--- src/rtl/nearest_hit_scheduler.sv ---
// nearest_hit_scheduler: issues triangle indices for one ray to the
// fetch+intersect pipeline, tracks in-order responses and keeps the nearest hit.
// Optional feature macro: NEAREST_HIT_ANY_HIT_EN (adds the any_hit input for
// shadow rays: stop issuing at the first hit).
//
// Handshakes: a transfer happens on a rising clk edge where valid && ready.
// Valid never depends on ready on the same interface; req_idx, ray_out and the
// res_* outputs hold stable while their valid is high and ready is low.
// rsp_valid has no ready: every response pulse is consumed.
module nearest_hit_scheduler #(
    parameter int WIDTH   = 32,
    parameter int TRI_AW  = 10,
    parameter int MAX_OUT = 8
) (
    input  logic                 clk,
    input  logic                 rst_n,
    input  logic                 ray_valid,
    output logic                 ray_ready,
    input  logic [6*WIDTH-1:0]   ray_in,
    input  logic [TRI_AW:0]      tri_count,
`ifdef NEAREST_HIT_ANY_HIT_EN
    input  logic                 any_hit,
`endif
    output logic [6*WIDTH-1:0]   ray_out,
    output logic                 req_valid,
    input  logic                 req_ready,
    output logic [TRI_AW-1:0]    req_idx,
    input  logic                 rsp_valid,
    input  logic [1:0]           rsp_code,
    input  logic [WIDTH-1:0]     rsp_t,
    output logic                 res_valid,
    input  logic                 res_ready,
    output logic                 res_hit,
    output logic [TRI_AW-1:0]    res_idx,
    output logic [WIDTH-1:0]     res_t,
    output logic [1:0]           dbg_state
);

    typedef enum logic [1:0] {
        IDLE  = 2'd0,
        ISSUE = 2'd1,
        DRAIN = 2'd2,
        DONE  = 2'd3
    } state_t;

    localparam int OW = $clog2(MAX_OUT) + 1;
    localparam logic [OW-1:0]     OUT_MAX = OW'(MAX_OUT);
    localparam logic [OW-1:0]     OUT_ONE = OW'(1);
    localparam logic [TRI_AW:0]   IDX_ONE = (TRI_AW + 1)'(1);
    localparam logic [TRI_AW-1:0] RSP_ONE = TRI_AW'(1);
    localparam logic [WIDTH-1:0]  T_MAX   = {1'b0, {(WIDTH - 1){1'b1}}};

    state_t              state, state_nxt;
    logic [TRI_AW:0]     next_idx;
    logic [TRI_AW:0]     count;
    logic [TRI_AW-1:0]   rsp_idx;
    logic [OW-1:0]       outstanding, out_nxt;
    logic [WIDTH-1:0]    best_t;
    logic [TRI_AW-1:0]   best_idx;
    logic                best_valid;
    logic [6*WIDTH-1:0]  ray_q;
    logic                any_hit_q;

    logic accept, rsp_ok, lock, take, fire, last_fire, stop;

    assign accept    = (state == IDLE) && ray_valid;
    // A response with nothing outstanding is a protocol violation and is dropped.
    assign rsp_ok    = rsp_valid && (outstanding != '0);
    // In any-hit mode the first recorded hit freezes the result.
    assign lock      = any_hit_q && best_valid;
    assign take      = rsp_ok && (rsp_code == 2'b10) && !lock &&
                       ($signed(rsp_t) < $signed(best_t));
    assign req_valid = (state == ISSUE) && (next_idx < count) && (outstanding < OUT_MAX);
    assign fire      = req_valid && req_ready;
    assign last_fire = fire && ((next_idx + IDX_ONE) == count);
    assign stop      = any_hit_q && take;

    assign req_idx   = next_idx[TRI_AW-1:0];
    assign ray_out   = ray_q;
    assign res_valid = (state == DONE);
    assign res_hit   = best_valid;
    assign res_t     = best_valid ? best_t : '0;
    assign res_idx   = best_valid ? best_idx : '0;
    assign dbg_state = state;

    // Outstanding count after this cycle's issue and response.
    always_comb begin
        out_nxt = outstanding;
        if (fire && !rsp_ok) begin
            out_nxt = outstanding + OUT_ONE;
        end else if (!fire && rsp_ok) begin
            out_nxt = outstanding - OUT_ONE;
        end
    end

    // State register.
    always_ff @(posedge clk or negedge rst_n) begin
        if (!rst_n) begin
            state <= IDLE;
        end else begin
            state <= state_nxt;
        end
    end

    // Next-state logic; DONE is entered directly once nothing is left in flight.
    always_comb begin
        state_nxt = state;
        ray_ready = 1'b0;
        case (state)
            IDLE: begin
                ray_ready = 1'b1;
                if (ray_valid) begin
                    state_nxt = (tri_count == '0) ? DONE : ISSUE;
                end
            end
            ISSUE: begin
                if (last_fire || stop) begin
                    state_nxt = (out_nxt == '0) ? DONE : DRAIN;
                end
            end
            DRAIN: begin
                if (out_nxt == '0) begin
                    state_nxt = DONE;
                end
            end
            DONE: begin
                if (res_ready) begin
                    state_nxt = IDLE;
                end
            end
            default: state_nxt = IDLE;
        endcase
    end

    // Ray latch, issue/response counters and nearest-hit tracking.
    always_ff @(posedge clk or negedge rst_n) begin
        if (!rst_n) begin
            ray_q       <= '0;
            count       <= '0;
            next_idx    <= '0;
            rsp_idx     <= '0;
            outstanding <= '0;
            best_t      <= '0;
            best_idx    <= '0;
            best_valid  <= 1'b0;
        end else if (accept) begin
            ray_q       <= ray_in;
            count       <= tri_count;
            next_idx    <= '0;
            rsp_idx     <= '0;
            outstanding <= '0;
            best_t      <= T_MAX;
            best_idx    <= '0;
            best_valid  <= 1'b0;
        end else begin
            outstanding <= out_nxt;
            if (fire) begin
                next_idx <= next_idx + IDX_ONE;
            end
            if (rsp_ok) begin
                rsp_idx <= rsp_idx + RSP_ONE;
            end
            if (take) begin
                best_t     <= rsp_t;
                best_idx   <= rsp_idx;
                best_valid <= 1'b1;
            end
        end
    end

`ifdef NEAREST_HIT_ANY_HIT_EN
    // Latch the any-hit mode together with the ray.
    always_ff @(posedge clk or negedge rst_n) begin
        if (!rst_n) begin
            any_hit_q <= 1'b0;
        end else if (accept) begin
            any_hit_q <= any_hit;
        end
    end
`else
    assign any_hit_q = 1'b0;
`endif

`ifndef SYNTHESIS
    // Responses are only legal while at least one request is in flight.
    a_no_stray_rsp: assert property (@(posedge clk) disable iff (!rst_n)
        !(rsp_valid && (outstanding == '0)));
`endif

endmodule

--- config.mk ---
export PLATFORM = sky130hd
export DESIGN_NAME = nearest_hit_scheduler
export DESIGN_NICKNAME = d
export VERILOG_FILES = /design/src/rtl/nearest_hit_scheduler.sv
export SDC_FILE = /design/constraint.sdc
export NUM_CORES = 1
export LEC_CHECK = 0
export BUFFER_PORTS_ARGS = -buffer_cell sky130_fd_sc_hd__buf_2
export CORE_AREA = 2 2 190 192
export CTS_BUF_LIST = sky130_fd_sc_hd__clkbuf_4 sky130_fd_sc_hd__clkbuf_8
export CTS_CLUSTER_DIAMETER = 30
export CTS_CLUSTER_SIZE = 28
export DETAILED_ROUTE_END_ITERATION = 8
export DIE_AREA = 0 0 192 194
export HOLD_SLACK_MARGIN = 0.15
export PLACE_DENSITY_LB_ADDON = 0.12
export SLEW_MARGIN = 20
export SYNTH_ARGS = -nofsm -noshare
export SYNTH_HDL_FRONTEND = slang
export SYNTH_SLANG_ARGS = --single-unit
--- constraint.sdc ---
create_clock -name clk -period 3.7 [get_ports clk]
set_input_delay 0 -clock clk [delete_from_list [all_inputs] [get_ports clk]]
set_output_delay 0 -clock clk [all_outputs]
set_load 0.02 [all_outputs]
==> reports/qor.yml, run 1 <==
floorplan:
  io_pins: 493
  die_h_um: 194
  fp-row-count: 69
  die_w_um: 192
  dieArea_um2: 37200
  floorplan.initialDensity: 0.352
  core_area_um2: 35200
worst_setup_path:
  critPathMaxFanout: 4
  r2r-start: "best_t[5]"
  crit_path_max_incr_delay_ps: 570
  slowest_stage: "dlygate4sd3_1"
  cp-start-kind: "register"
  path_buf_inv: 2
  worstSetupStartpoint: "best_t[5]"
  path_cells: "inv_1 > ha_1 > a21o_1 > a211oi_1 > o21ai_0 > a2111o_1 > a221o_1 > or3_1 > dlygate4sd3_1 > a31oi_1"
  critPathTopFamily: "compound AO/OA/AOI/OAI gates"
  cp.required_ps: 4200
  crit_type: "register to register"
  cp-end-kind: "register"
  worstPathArrival_ps: 3730
logic_synthesis:
  synth_top_area_share: 0.550
  synthFlopType: "dfrtp_1"
  synthCells: 1418
  synthArstFlopShare: 1.00
  synth_edf_count: 0
  yosysSeqAreaShare: 0.550
  ys_ff_latch: 273
  synth.avg_cell_area_um2: 8.75
  syn_nets: 1711
  synth_fa_ha_area_frac: 0.0521
  synth_compound_area_frac: 0.0692
  ys_warn_count: 0
  synth-xor-area-share: 0.0205
  synth_mux_area_frac: 0.00816
  ys_top_cells_by_area: "dfrtp_1, nand2_1, ha_1, o21ai_0, and2_1"
  synth_top_family_by_area: "simple AND/OR/NAND/NOR gates"
  synth_cell_types: 53
  synth_area_leader_cell: "dfrtp_1"
  netlist_area_um2: 12400
  synth-simple-area-share: 0.255
place:
  placed_area_um2: 15300
  numPortBuffers: 492
  pre_cts_ws_ps: 608
  gp_congestion: 0.835
  post-dp-hpwl_um: 28300
final_layout:
  fin_util: 0.618
  fillers: 2846
  drive_above_1_share: 0.266
  syn_to_final_growth_pct: 75.4
  nets: 2688
  finalInstanceArea_um2: 21800
timing:
  rsz0062_at_grt: "no"
  fmax_mhz: 310
  drv_slew: 0
  timing.setup.tns_ps: 0
  finalCriticalPeriod_ps: 3230
  fin_crit_sh: 0.873
  setup_viol: 0
  setup_ws_ps: 470
  relSlewSlack: 0.398
  tightest_slew_ps: 903
  finClkSkew_ps: 25.2
  hold_violations: 0
global_route:
  grt_pass1_wl_um: 74800
  gr-usage-all-layers: 0.253
  grt_pass1_vias: 14476
  antenna_found_initial: 4
  overflow: 0
  grt_start_max_net_pins: 109
drt:
  drcViolationCount: 0
  firstDrtPassIters: 5
  vias_per_cell: 4.70
  highest_layer: "met4"
  vias: 13709
  ant_nets: 0
  drt-met1-wl_um: 18500
  drt_iter0_markers: 553
  wl_met3_um: 3420
  wl_um: 47500
  wl_met2_um: 22800
  wl_per_cell_um: 16.3
power_and_ir_drop:
  ir_drop_mv: 0.555
  post-layout-total-power_mw: 16.1
  power_frac_clock: 0.275
  p_leak_nw: 11.5
  switching_share: 0.415
  cellPowerDensity_nw_per_um2: 739
  comb_power_share: 0.413
  seqPwrFrac: 0.313
  intPower_mw: 9.42
  p_switching_mw: 6.68
min_path:
  holdCritPathClass: "primary input to register"
  min_from: "ray_in[37]"
run_status:
  outcome: "finished clean"
cts:
  root_buffer: "clkbuf_8"
  clk_latency_ps: 600
  post_cts_buffers: 0
  numCtsBuffers: 75
  clock_path_buffers: 3
  cts.sink_count: 273
  cts_max_level: 3
  clk_pin_slew_worst_paths_ps: 50
  cts_tree: "done"
run:
  maxCapViolCount: 0
-- state kept, by name, indices dropped and copies added (netlist names) --
register / count
ray_out: 192
best_t: 32
count: 11
next_idx: 11
best_idx: 10
rsp_idx: 10
outstanding: 4
dbg_state: 2
res_hit: 1
-- cells by family after synthesis --
kind of cell    Yosys count
mux                      10
simple gates            774
compound gates          148
xor+xnor                 29
flops                   273
fa+ha+maj                52
buf+inv                 132
-- tightest hold or removal path, cell delays in order --
cell,delay (ps)
dlygate4sd3_1,560
buf_2,110
nand2_1,40
nand2_1,40
-- layer usage --
metal,track usage,vias to the layer above
met4,0.152,0
met3,0.0664,181
met1,0.286,6498
met5,0,-
met2,0.427,530
li1,-,6500
-- cell usage after synthesis (2+ instances only) --
library cell	number
ha_1	50
and2_1	45
nor4_1	6
o211ai_1	4
nand3_1	18
a2111o_1	2
xnor2_1	18
o311ai_0	3
dfrtp_1	273
inv_1	50
nor2_1	36
o21ai_0	60
nand4_1	11
nor3b_1	2
buf_4	15
nor2b_1	2
o21a_1	3
nand3b_1	2
and3_1	4
buf_1	5
a221o_1	2
buf_2	3
nand2_1	626
nor3_1	9
xor2_1	11
or3_1	6
clkbuf_1	59
o21ai_1	4
a211oi_1	3
a31oi_1	2
a21oi_1	51
nand2b_1	2
mux2i_1	9
o211a_1	3
-- area by class of cell --
cell class	instances	area [µm²]	share of cell area
diodes	6	15.0	0.000690
clock buffers	98	1280	0.0588
clock inverters	34	392	0.0180
inverters	50	188	0.00862
multi-input cells	1013	5050	0.232
flip-flops and latches	273	6830	0.314
well taps	461	577	0.0265
repair buffers	982	7440	0.342
-- power by group through the flow --
stage	logic [mW]	registers (mW)	clock network, mW
detailed placement	6.09	4.98	0
global route	7.24	5.20	4.70
CTS	6.54	4.99	4.51
floorplan	2.63	6.10	0
global placement	6.02	4.96	0
finish	6.64	5.04	4.42
-- cells in the final DEF, fill, tap and decap left out, types with 4 or more instances in the layout --
| cell | instances |
|---|---|
| a21oi_1 | 51 |
| and2_1 | 44 |
| and3_1 | 4 |
| buf_12 | 7 |
| buf_2 | 491 |
| buf_4 | 11 |
| bufinv_16 | 7 |
| clkbuf_4 | 11 |
| clkbuf_8 | 87 |
| clkinv_2 | 15 |
| clkinvlp_4 | 5 |
| dfrtp_1 | 272 |
| diode_2 | 6 |
| dlygate4sd3_1 | 471 |
| ha_1 | 50 |
| inv_1 | 50 |
| mux2i_1 | 8 |
| nand2_1 | 625 |
| nand3_1 | 18 |
| nand4_1 | 11 |
| nor2_1 | 36 |
| nor3_1 | 9 |
| nor4_1 | 6 |
| o211ai_1 | 4 |
| o21ai_0 | 60 |
| o21ai_1 | 4 |
| or3_1 | 6 |
| xnor2_1 | 18 |
| xor2_1 | 11 |
-- worst paths after layout --
path | to | slack, ps | depth (start not counted)
max in group asynchronous | next_idx[0] | 2690 | 4
min in group asynchronous | best_t[25] | 600 | 4
hold / removal | ray_out[37] | 200 | 4
setup reg to reg | best_t[31] | 470 | 10
hold reg to reg | ray_out[133] | 460 | 2
setup / recovery | best_t[31] | 470 | 10
-- timing repair --
item	CTS	global route
gates resized for setup	0	0
hold buffers	472	0
hold endpoints to repair	522	0
-- through the flow --
stage | hold WS, ps | instances
after floorplan | -296 | 1418
after global placement | 65.5 | 2307
after detailed placement | 68.2 | 2307
after CTS | 151 | 2911
after global routing | 173 | 2915
final | 196 | 2917
Power figures use the tool's default switching activity.
==> inputs of run 2 (changes only) <==
--- a/config.mk
+++ b/config.mk
@@ -6,12 +6,14 @@
 export NUM_CORES = 1
 export LEC_CHECK = 0
 export BUFFER_PORTS_ARGS = -buffer_cell sky130_fd_sc_hd__buf_2
-export CORE_AREA = 2 2 190 192
+export CELL_PAD_IN_SITES_DETAIL_PLACEMENT = 0
+export CELL_PAD_IN_SITES_GLOBAL_PLACEMENT = 1
+export CORE_MARGIN = 2
+export CORE_UTILIZATION = 36
 export CTS_BUF_LIST = sky130_fd_sc_hd__clkbuf_4 sky130_fd_sc_hd__clkbuf_8
 export CTS_CLUSTER_DIAMETER = 30
 export CTS_CLUSTER_SIZE = 28
 export DETAILED_ROUTE_END_ITERATION = 8
-export DIE_AREA = 0 0 192 194
 export HOLD_SLACK_MARGIN = 0.15
 export PLACE_DENSITY_LB_ADDON = 0.12
 export SLEW_MARGIN = 20
==> run 2 against run 1 <==
The flow now stops in clock tree synthesis. Synthesized cell count unchanged. Area after synthesis unchanged.
==> reports/qor.yml, run 2 <==
cts:
  root_buffer: "clkbuf_8"
  numCtsBuffers: 73
  cts_hold_buf: 486
  cts_max_level: 3
  post_cts_resized: 0
  clock_path_buffers: 3
  post_cts_buffers: 0
  cts.sink_count: 273
place:
  gp_congestion: 0.833
  placed_area_um2: 15300
  dp_cells: 2297
  numPortBuffers: 492
  post-dp-hpwl_um: 28400
logic_synthesis:
  synthFlopType: "dfrtp_1"
  ys_top_cells_by_count: "nand2_1, dfrtp_1, o21ai_0"
  ys_top_cells_by_area: "dfrtp_1, nand2_1, ha_1, o21ai_0, and2_1"
  ys_warn_count: 0
  netlist_area_um2: 12400
  synthArstFlopShare: 1.00
  synth_area_leader_cell: "dfrtp_1"
  synth_edf_count: 0
  yosysSeqAreaShare: 0.550
  synth_cell_types: 53
  yosys.cell_count.top_type: "nand2_1"
  synthCells: 1418
  ys_ff_latch: 273
  synth_top_area_share: 0.550
  synth.avg_cell_area_um2: 8.75
  syn_nets: 1711
run_status:
  haltStage: "clock tree synthesis"
  outcome: "stopped before the end"
  error: "[ERROR RSZ-0060] Max buffer count reached."
floorplan:
  die_h_um: 190
  io_pins: 493
  die_w_um: 190
  floorplan.initialDensity: 0.362
  fp-row-count: 68
## run 2: cell counts after synthesis
No cell type changed its count.
## run 2: kinds of logic after synthesis
logic type,after synthesis,share of synthesized area
AO/OA/AOI/OAI,148,0.0692
buffers and inverters,132,0.0448
AND/OR/NAND/NOR,774,0.255
XOR/XNOR,29,0.0205
flip-flops,273,0.550
multiplexers,10,0.00816
adder cells (fa/ha/maj),52,0.0521
## run 2: metrics by stage
step                 util  setup WS [ps]
floorplan               -            988
global placement    0.446            708
detailed placement  0.446            606
==> inputs of run 3 (changes only) <==
==> config.mk (replaced) <==
export PLATFORM = sky130hd
export DESIGN_NAME = nearest_hit_scheduler
export DESIGN_NICKNAME = d
export VERILOG_FILES = /design/src/rtl/nearest_hit_scheduler.sv
export SDC_FILE = /design/constraint.sdc
export NUM_CORES = 1
export LEC_CHECK = 0
export BUFFER_PORTS_ARGS = -buffer_cell sky130_fd_sc_hd__buf_2
export CORE_MARGIN = 2
export CORE_UTILIZATION = 36
export DETAILED_ROUTE_END_ITERATION = 8
export PLACE_DENSITY_LB_ADDON = 0.15
export SLEW_MARGIN = 20
export SYNTH_ARGS = -nofsm -noshare
export SYNTH_HDL_FRONTEND = slang
export SYNTH_SLANG_ARGS = --single-unit
==> run 3 against run 2 <==
The run now ends clean.
==> reports/qor.yml, run 3 (synthesis gave the netlist of run 1 again) <==
run_status:
  outcome: "finished clean"
worst_setup_path:
  cp.required_ps: 4120
  worstPathArrival_ps: 3540
  cp-start-kind: "register"
  r2r_slack_ps: 570
  cp-end-kind: "register"
  critPathMaxFanout: 9
  crit_type: "register to register"
final_layout:
  drive_above_1_share: 0.266
  nets: 2411
  layout_commonest_cell: "nand2_1"
  syn_to_final_growth_pct: 51.5
  finalInstanceArea_um2: 18800
  fillers: 3052
  layout_common_cells: "nand2_1, buf_2, dfrtp_1"
  largest_reg_flops: 192
floorplan:
  die_h_um: 190
  die_w_um: 190
  floorplan.initialDensity: 0.362
  dieArea_um2: 36000
  fp-row-count: 68
  core_area_um2: 34300
  io_pins: 493
timing:
  fin_crit_sh: 0.845
  hold_violations: 0
  timing.setup.tns_ps: 0
  rsz0062_at_grt: "no"
  relSlewSlack: 0.357
  tightest_slew_ps: 965
  holdWs_ps: 14.1
  setup_ws_ps: 572
  setup_viol: 0
  finalCriticalPeriod_ps: 3130
  fmax_mhz: 320
  finClkSkew_ps: 13.7
  drv_slew: 0
power_and_ir_drop:
  switching_share: 0.418
  p_leak_nw: 10.2
  post-layout-total-power_mw: 14.6
  power_frac_clock: 0.228
  intPower_mw: 8.47
  cellPowerDensity_nw_per_um2: 774
  ir_drop_mv: 0.484
  comb_power_share: 0.430
  p_switching_mw: 6.08
  seqPwrFrac: 0.342
drt:
  ant_nets: 0
  drt_iter0_markers: 526
  vias: 11907
  wl_per_cell_um: 15.6
  vias_per_cell: 4.59
  drcViolationCount: 0
  wl_um: 40400
  firstDrtPassIters: 5
cts:
  numCtsBuffers: 34
  post_cts_buffers: 0
  clk_latency_ps: 500
  cts_max_level: 2
  cts_tree: "done"
  cts.sink_count: 273
  clock_path_buffers: 3
  clk_pin_slew_worst_paths_ps: 60
  root_buffer: "clkbuf_16"
global_route:
  grt_pass1_vias: 12067
  grt_pass1_wl_um: 63600
  gr-usage-all-layers: 0.219
  overflow: 0
  antenna_found_initial: 1
  grt_start_max_net_pins: 111
place:
  gp_congestion: 0.863
  post-dp-hpwl_um: 27400
  placed_area_um2: 15300
  pre_cts_ws_ps: 601
  numPortBuffers: 492
min_path:
  holdCritPathClass: "primary input to register"
run:
  maxCapViolCount: 0
## run 3: what timing repair did
item | CTS | global route
endpoints found under the hold margin | 316 | 0
gates resized for setup | 0 | 0
hold buffers | 236 | 0
## run 3: metrics by stage
step / instances / utilization
after floorplan: 1418 / -
after global placement: 2301 / 0.447
after detailed placement: 2301 / 0.447
after CTS: 2593 / 0.548
after global routing: 2594 / 0.548
final: 2595 / 0.548
## run 3: metal layers
layer / track usage / part of all wire / routed length [µm] / vias to the layer above
met3: 0.0579 / 0.070 / 2840 / 88
li1: - / - / - / 5914
met4: 0.0877 / 0.040 / 1610 / 0
met2: 0.363 / 0.47 / 19100 / 391
met1: 0.272 / 0.42 / 16900 / 5514
met5: 0 / 0 / 0 / -
## run 3: area by class of cell
type	instances	area, µm²	area share
clock inverter	8	100	0.00532
inverter	50	188	0.00998
tap	455	569	0.0303
multi-input combinational	1013	5050	0.268
sequential	273	6830	0.363
timing repair buffer	746	5040	0.268
clock buffer	48	1020	0.0541
antenna	2	5.00	0.000266
## run 3: power groups by stage
stage	clock network [mW]	registers [mW]	logic, mW
6_report	3.32	4.97	6.26
2_1_floorplan	0	6.10	2.63
5_1_grt	3.55	5.14	6.90
3_5_place_dp	0	4.97	6.08
3_3_place_gp	0	4.95	6.00
4_1_cts	3.42	4.97	6.27
## run 3: final timing paths
check                       startpoint           end  depth (start not counted)
min in group asynchronous        rst_n    best_t[16]                          2
setup reg to reg           next_idx[8]  dbg_state[0]                          8
hold reg to reg            ray_out[91]   ray_out[91]                          2
hold / removal             rsp_code[0]    best_t[31]                          4
max in group asynchronous        rst_n   ray_out[61]                          3
setup / recovery           next_idx[8]  dbg_state[0]                          8
## run 3: critical path, stage by stage, from the launching register on
cell,delay (ps)
dfrtp_1,450
ha_1,340
a211oi_1,270
o211a_1,230
o211ai_1,310
o311ai_0,710
nand3_1,230
a221o_1,350
a32oi_1,150
